### src/rtl/div_arbiter_if.sv
// Requester request/response bundle plus the shared divider-side signals of div_arbiter.
interface div_arbiter_if #(
    parameter int NUM_REQ = 2
);
    logic [NUM_REQ-1:0]   req_valid_i;
    logic [NUM_REQ-1:0]   req_ready_o;
    logic [NUM_REQ*8-1:0] req_dividend_i;
    logic [NUM_REQ*8-1:0] req_divisor_i;
    logic [NUM_REQ-1:0]   rsp_valid_o;
    logic [31:0]          rsp_result_o;
    logic                 rsp_error_o;
    logic                 div_start_o;
    logic [7:0]           div_dividend_o;
    logic [7:0]           div_divisor_o;
    logic                 div_busy_i;
    logic                 div_finish_i;
    logic [8:0]           div_quotient_i;
    logic                 busy_o;

    modport slave (
        input  req_valid_i, req_dividend_i, req_divisor_i,
        input  div_busy_i, div_finish_i, div_quotient_i,
        output req_ready_o, rsp_valid_o, rsp_result_o, rsp_error_o,
        output div_start_o, div_dividend_o, div_divisor_o, busy_o
    );

    modport master (
        output req_valid_i, req_dividend_i, req_divisor_i,
        output div_busy_i, div_finish_i, div_quotient_i,
        input  req_ready_o, rsp_valid_o, rsp_result_o, rsp_error_o,
        input  div_start_o, div_dividend_o, div_divisor_o, busy_o
    );
endinterface

### src/rtl/div_arbiter.sv
// Round-robin share of one 8-bit sequential divider; DIV_ARB_ZERO_BYPASS_EN answers zero divisors locally.
// Latency: start held from T+1 until finish F (or timeout), response pulse at F+1, next grant at F+2.
// Backpressure: ready only in IDLE; responses are unbuffered one-cycle pulses.
module div_arbiter #(
    parameter int NUM_REQ        = 2,
    parameter int TIMEOUT_CYCLES = 64
) (
    input  logic         clk_i,
    input  logic         reset_ni,
    div_arbiter_if.slave bus
);
    localparam int IDXW = (NUM_REQ > 1) ? $clog2(NUM_REQ) : 1;
    localparam int CNTW = $clog2(TIMEOUT_CYCLES + 1);

    typedef enum logic [1:0] {
        IDLE = 2'd0,
        RUN  = 2'd1,
        RESP = 2'd2
    } state_e;

    state_e          state_q, state_d;
    logic [IDXW-1:0] ptr_q, ptr_d;
    logic [IDXW-1:0] owner_q, owner_d;
    logic [CNTW-1:0] cnt_q, cnt_d;
    logic [7:0]      dividend_q, dividend_d;
    logic [7:0]      divisor_q, divisor_d;
    logic [31:0]     result_q, result_d;
    logic            error_q, error_d;

    logic [IDXW-1:0] grant;
    logic            grant_vld;
    logic            handshake;
    logic            zero_bypass;
    logic            timeout;
    logic [31:0]     mapped_quot;
    logic [7:0]      dd_arr [NUM_REQ];
    logic [7:0]      dv_arr [NUM_REQ];

    for (genvar k = 0; k < NUM_REQ; k++) begin : g_unpack
        assign dd_arr[k] = bus.req_dividend_i[8*k +: 8];
        assign dv_arr[k] = bus.req_divisor_i[8*k +: 8];
    end

    // First valid requester at or after ptr_q, wrapping.
    always_comb begin : grant_search
        logic [IDXW:0] sum;
        sum       = '0;
        grant     = '0;
        grant_vld = 1'b0;
        for (int i = 0; i < NUM_REQ; i++) begin
            sum = {1'b0, ptr_q} + (IDXW+1)'(i);
            if (sum >= (IDXW+1)'(NUM_REQ)) begin
                sum = sum - (IDXW+1)'(NUM_REQ);
            end
            if (!grant_vld && bus.req_valid_i[sum[IDXW-1:0]]) begin
                grant_vld = 1'b1;
                grant     = sum[IDXW-1:0];
            end
        end
    end

    assign handshake   = (state_q == IDLE) && grant_vld;
    assign timeout     = (cnt_q == CNTW'(TIMEOUT_CYCLES - 1));
    assign mapped_quot = (bus.div_quotient_i == 9'h1FF) ? 32'hFFFF_FFFF
                                                        : {23'd0, bus.div_quotient_i};
`ifdef DIV_ARB_ZERO_BYPASS_EN
    assign zero_bypass = (dv_arr[grant] == 8'h00);
`else
    assign zero_bypass = 1'b0;
`endif

    always_ff @(posedge clk_i or negedge reset_ni) begin
        if (!reset_ni) begin
            state_q <= IDLE;
        end else begin
            state_q <= state_d;
        end
    end

    always_comb begin
        state_d = state_q;
        case (state_q)
            IDLE:    if (handshake) state_d = zero_bypass ? RESP : RUN;
            RUN:     if (bus.div_finish_i || timeout) state_d = RESP;
            RESP:    state_d = IDLE;
            default: state_d = IDLE;
        endcase
    end

    always_comb begin
        ptr_d      = ptr_q;
        owner_d    = owner_q;
        cnt_d      = cnt_q;
        dividend_d = dividend_q;
        divisor_d  = divisor_q;
        result_d   = result_q;
        error_d    = error_q;
        case (state_q)
            IDLE: begin
                if (handshake) begin
                    ptr_d      = (grant == IDXW'(NUM_REQ - 1)) ? '0 : grant + 1'b1;
                    owner_d    = grant;
                    cnt_d      = '0;
                    dividend_d = dd_arr[grant];
                    divisor_d  = dv_arr[grant];
                    // Preloaded for the zero-divisor bypass; RUN overwrites it otherwise.
                    result_d   = 32'hFFFF_FFFF;
                    error_d    = 1'b0;
                end
            end
            RUN: begin
                cnt_d = cnt_q + 1'b1;
                if (bus.div_finish_i) begin
                    result_d = mapped_quot;
                    error_d  = 1'b0;
                end else if (timeout) begin
                    result_d = 32'hFFFF_FFFF;
                    error_d  = 1'b1;
                end
            end
            default: ;
        endcase
    end

    always_ff @(posedge clk_i or negedge reset_ni) begin
        if (!reset_ni) begin
            ptr_q      <= '0;
            owner_q    <= '0;
            cnt_q      <= '0;
            dividend_q <= '0;
            divisor_q  <= '0;
            result_q   <= '0;
            error_q    <= 1'b0;
        end else begin
            ptr_q      <= ptr_d;
            owner_q    <= owner_d;
            cnt_q      <= cnt_d;
            dividend_q <= dividend_d;
            divisor_q  <= divisor_d;
            result_q   <= result_d;
            error_q    <= error_d;
        end
    end

    always_comb begin
        bus.req_ready_o = '0;
        bus.rsp_valid_o = '0;
        if (reset_ni && state_q == IDLE && grant_vld) begin
            bus.req_ready_o[grant] = 1'b1;
        end
        if (state_q == RESP) begin
            bus.rsp_valid_o[owner_q] = 1'b1;
        end
    end

    assign bus.div_start_o    = (state_q == RUN);
    assign bus.div_dividend_o = dividend_q;
    assign bus.div_divisor_o  = divisor_q;
    assign bus.rsp_result_o   = result_q;
    assign bus.rsp_error_o    = error_q;
    assign bus.busy_o         = (state_q != IDLE);

endmodule

### src/flat_wrapper.sv
// flat-port wrapper written by rule: the top's interface ports become plain ports
module div_arbiter_flat 
#(
    parameter int NUM_REQ        = 2,
    parameter int TIMEOUT_CYCLES = 64
)
  (clk_i, reset_ni, bus_req_valid_i, bus_req_dividend_i, bus_req_divisor_i, bus_div_busy_i, bus_div_finish_i, bus_div_quotient_i, bus_req_ready_o, bus_rsp_valid_o, bus_rsp_result_o, bus_rsp_error_o, bus_div_start_o, bus_div_dividend_o, bus_div_divisor_o, bus_busy_o);
  div_arbiter_if #(.NUM_REQ(NUM_REQ)) bus_i ();
  input  logic clk_i;
  input  logic reset_ni;
  input wire logic [$bits(bus_i.req_valid_i)-1:0] bus_req_valid_i;
  input wire logic [$bits(bus_i.req_dividend_i)-1:0] bus_req_dividend_i;
  input wire logic [$bits(bus_i.req_divisor_i)-1:0] bus_req_divisor_i;
  input wire logic [$bits(bus_i.div_busy_i)-1:0] bus_div_busy_i;
  input wire logic [$bits(bus_i.div_finish_i)-1:0] bus_div_finish_i;
  input wire logic [$bits(bus_i.div_quotient_i)-1:0] bus_div_quotient_i;
  output wire logic [$bits(bus_i.req_ready_o)-1:0] bus_req_ready_o;
  output wire logic [$bits(bus_i.rsp_valid_o)-1:0] bus_rsp_valid_o;
  output wire logic [$bits(bus_i.rsp_result_o)-1:0] bus_rsp_result_o;
  output wire logic [$bits(bus_i.rsp_error_o)-1:0] bus_rsp_error_o;
  output wire logic [$bits(bus_i.div_start_o)-1:0] bus_div_start_o;
  output wire logic [$bits(bus_i.div_dividend_o)-1:0] bus_div_dividend_o;
  output wire logic [$bits(bus_i.div_divisor_o)-1:0] bus_div_divisor_o;
  output wire logic [$bits(bus_i.busy_o)-1:0] bus_busy_o;
  assign bus_i.req_valid_i = bus_req_valid_i;
  assign bus_i.req_dividend_i = bus_req_dividend_i;
  assign bus_i.req_divisor_i = bus_req_divisor_i;
  assign bus_i.div_busy_i = bus_div_busy_i;
  assign bus_i.div_finish_i = bus_div_finish_i;
  assign bus_i.div_quotient_i = bus_div_quotient_i;
  assign bus_req_ready_o = bus_i.req_ready_o;
  assign bus_rsp_valid_o = bus_i.rsp_valid_o;
  assign bus_rsp_result_o = bus_i.rsp_result_o;
  assign bus_rsp_error_o = bus_i.rsp_error_o;
  assign bus_div_start_o = bus_i.div_start_o;
  assign bus_div_dividend_o = bus_i.div_dividend_o;
  assign bus_div_divisor_o = bus_i.div_divisor_o;
  assign bus_busy_o = bus_i.busy_o;
  div_arbiter #(.NUM_REQ(NUM_REQ), .TIMEOUT_CYCLES(TIMEOUT_CYCLES)) u_core (.clk_i(clk_i), .reset_ni(reset_ni), .bus(bus_i));
endmodule
### config.mk
export PLATFORM = sky130hd
export DESIGN_NAME = div_arbiter_flat
export DESIGN_NICKNAME = d
export VERILOG_FILES = /design/src/rtl/div_arbiter_if.sv /design/src/rtl/div_arbiter.sv /design/src/flat_wrapper.sv
export SDC_FILE = /design/constraint.sdc
export NUM_CORES = 1
export LEC_CHECK = 0
export BUFFER_PORTS_ARGS = -buffer_cell sky130_fd_sc_hd__buf_2
export CORE_UTILIZATION = 46
export DETAILED_ROUTE_END_ITERATION = 10
export PLACE_DENSITY = 0.84
export REMOVE_ABC_BUFFERS = 1
export SLEW_MARGIN = 20
export SYNTH_ARGS = -nofsm -noshare
export SYNTH_HDL_FRONTEND = slang
export SYNTH_SLANG_ARGS = --single-unit
### constraint.sdc
create_clock -name clk_i -period 1.9 [get_ports clk_i]
set_input_delay 0.285 -clock clk_i [delete_from_list [all_inputs] [get_ports clk_i]]
set_output_delay 0.285 -clock clk_i [all_outputs]
set_load 0.005 [all_outputs]
==> flow_metrics.env <==
export IMPL_nNetsFinal=334
export IMPL_dp_hpwl_um=3520
export IMPL_finalWorstPathRequiredPeriod_ps=1830
export IMPL_setup_viol=0
export IMPL_hold_violations=0
export IMPL_synth_edf_count=0
export IMPL_rsz0062_at_grt="no"
export IMPL_slew_headroom=0.676
export IMPL_clkTransAtPathRegs_ps=70
export IMPL_drc=0
export IMPL_yosysWarnings=0
export IMPL_diodes=0
export IMPL_io_pins=102
export IMPL_num_rows=23
export IMPL_wl_um=4710
export IMPL_ys_seq_area_frac=0.464
export IMPL_period_share=0.961
export IMPL_ys_ff_latch=38
export IMPL_coreArea_um2=4140
export IMPL_place_gp_congestion=0.816
export IMPL_die_h_um=68.8
export IMPL_avgViaCountPerCell=5.55
export IMPL_fin_tns_setup_ps=0
export IMPL_peakVddDrop_mv=0.663
export IMPL_clkLatencyLatePin_ps=290
export IMPL_drtIter0Drc=123
export IMPL_vias=1865
export IMPL_syn_to_final_growth_pct=23.5
export IMPL_start_kind="flop"
export IMPL_rr_worst_depth=4
export IMPL_fmax_mhz=548
export IMPL_status="completed"
export IMPL_final_layout_size_suffix_gt1_frac=0.413
export IMPL_wl_per_cell_um=14.0
export IMPL_cellLeakagePower_nw=1.28
export IMPL_fill_cells=376
export IMPL_grt_pass1_vias=1632
export IMPL_grt_use_total=0.216
export IMPL_worstPathMaxFanout=13
export IMPL_async_flop_share=1.00
export IMPL_cts_path_max_buffers=2
export IMPL_worstSetupStartpoint="u_core.state_q[1]$_DFFE_PN0P_"
export IMPL_hp_start="bus_req_divisor_i[1]"
export IMPL_grt_max_degree=27
export IMPL_cts_tree="done"
export IMPL_rrSetupSlack_ps=340
export IMPL_r2r_start="u_core.cnt_q[0]$_DFFE_PN0P_"
export IMPL_drv_cap=0
export IMPL_setup_ws_ps=74.5
export IMPL_powerDensity_nw_per_um2=1410
export IMPL_io_buffers=100
export IMPL_grt_pass1_wl_um=7450
export IMPL_holdPathStages=2
export IMPL_syn_avg_cell_area_um2=10.0
export IMPL_grt_overflow=0
export IMPL_cts_sinks=38
export IMPL_crit_required_ps=1620
export IMPL_crit_type="reg2out"
export IMPL_synth_area_um2=2050
export IMPL_syn_inst=205
export IMPL_die_w_um=68.8
export IMPL_drv_slew=0
export IMPL_dp_slack_ps=330
export IMPL_numCtsBuffers=5
export IMPL_synth_main_ff_cell="dfrtp_1"
export IMPL_die_area_um2=4730
export IMPL_tightestPinTransition_ps=487
export IMPL_initial_utilization=0.495
export IMPL_worstHoldPathType="in2reg"
export IMPL_ant_nets=0
export IMPL_antenna_found_initial=0
export IMPL_dr_pass1_iters=4
export IMPL_root_buffer="clkbuf_8"
export IMPL_clock_skew_ps=5.45
export IMPL_end_kind="output pin"
export IMPL_ys_types=38
export IMPL_htree_levels=2
export IMPL_crit_arrival_ps=1540
-- Yosys cell counts, types with 2 or more instances --
master | number | share of area
mux2i_1 | 3 | 0.015
a211oi_1 | 5 | 0.018
a2111oi_0 | 5 | 0.021
nand2b_1 | 2 | 0.0061
nor4_1 | 2 | 0.0061
and2_1 | 3 | 0.0092
nor3_1 | 8 | 0.020
clkbuf_1 | 7 | 0.013
nand3_1 | 3 | 0.0073
nor2_1 | 11 | 0.020
o21ai_0 | 7 | 0.017
dfrtp_1 | 38 | 0.46
and3_1 | 4 | 0.012
buf_4 | 23 | 0.084
inv_1 | 9 | 0.016
buf_2 | 3 | 0.0073
a21boi_0 | 16 | 0.059
a21oi_1 | 10 | 0.024
a221o_1 | 16 | 0.078
a21o_1 | 6 | 0.022
nand2_1 | 7 | 0.013
-- what timing repair did --
action                     4_1_cts  5_1_grt
setup endpoints to repair        0        1
gates resized for setup          0        1
hold endpoints to repair        12        0
hold buffers                     1        0
buffers inserted                 0        0
-- area by class of cell --
class / instances / area [µm²] / area share
clock buffer: 6 / 72.6 / 0.0287
clock inverter: 1 / 7.51 / 0.00296
inverter: 9 / 33.8 / 0.0133
multi-input combinational: 124 / 842 / 0.333
sequential: 38 / 951 / 0.375
tap: 50 / 62.6 / 0.0247
timing repair buffer: 108 / 563 / 0.222
-- placed cells by master, fill, tap and decap left out, types with 2 or more instances in the layout --
cell / count
a221o_1: 16
buf_4: 7
nand2_1: 7
a2111oi_0: 5
clkbuf_8: 5
and3_1: 3
nand3_1: 3
nor4_1: 2
nand2b_1: 2
o21ai_0: 7
and2_1: 3
a21oi_1: 10
nor3_1: 8
a21boi_0: 16
inv_1: 9
mux2i_1: 3
dfrtp_1: 38
nor2_1: 11
a21o_1: 6
a211oi_1: 5
buf_2: 100
-- path summary, 6_finish.rpt --
kind / end
worst min register to register: u_core.owner_q$_DFFE_PN0P_
worst max-delay path: bus_rsp_valid_o[1]
worst min-delay path: u_core.bus.div_divisor_o[1]$_DFFE_PN0P_
max in group asynchronous: u_core.bus.rsp_error_o$_DFFE_PN0P_
worst max register to register: u_core.bus.rsp_result_o[4]$_DFFE_PN0P_
min in group asynchronous: u_core.bus.div_dividend_o[0]$_DFFE_PN0P_
-- cells by family after synthesis --
logic type | after synthesis | synth area share
AO/OA/AOI/OAI | 71 | 0.263
adder cells (fa/ha/maj) | 1 | 0.00610
buffers and inverters | 43 | 0.126
flip-flops | 38 | 0.464
multiplexers | 3 | 0.0146
AND/OR/NAND/NOR | 49 | 0.126
-- stage by stage --
stage                     total power (W)  instances  area, µm²  utilization  hold slack [ps]
after global routing              0.00390        336       2530        0.611              215
final                             0.00357        336       2530        0.611              219
after CTS                         0.00359        336       2530        0.611              213
after global placement            0.00301        328       2440        0.589              191
after floorplan                   0.00223        171       1830            -            -10.6
after detailed placement          0.00306        328       2440        0.589              201
-- routing by layer --
metal	up-vias	part of all wire	GRT usage
met5	-	0	0
met1	865	0.43	0.271
met2	98	0.47	0.364
li1	896	-	-
met4	0	0.013	0.0791
met3	6	0.080	0.0477
-- power by group --
group / leakage, nW / switching [W] / total (W) / internal (W)
clock network: 0.0373 / 0.000279 / 0.000531 / 0.000252
logic: 0.787 / 0.000781 / 0.00162 / 0.000835
registers: 0.453 / 0.000282 / 0.00143 / 0.00114
total: 1.28 / 0.00134 / 0.00357 / 0.00223
-- critical path, stage by stage, from the launching register on --
cell	delay (ps)
dfrtp_1	550
inv_1	310
nor3b_1	250
buf_2	140
-- flip-flops by register name (all words and copies together), names as in the netlist --
name / cells
u_core.bus.rsp_result_o: 10
u_core.state_q: 2
u_core.owner_q: 1
u_core.bus.div_dividend_o: 8
u_core.bus.div_divisor_o: 8
u_core.cnt_q: 7
u_core.bus.rsp_error_o: 1
u_core.ptr_q: 1
No activity file was read; power rests on OpenSTA's default activity.
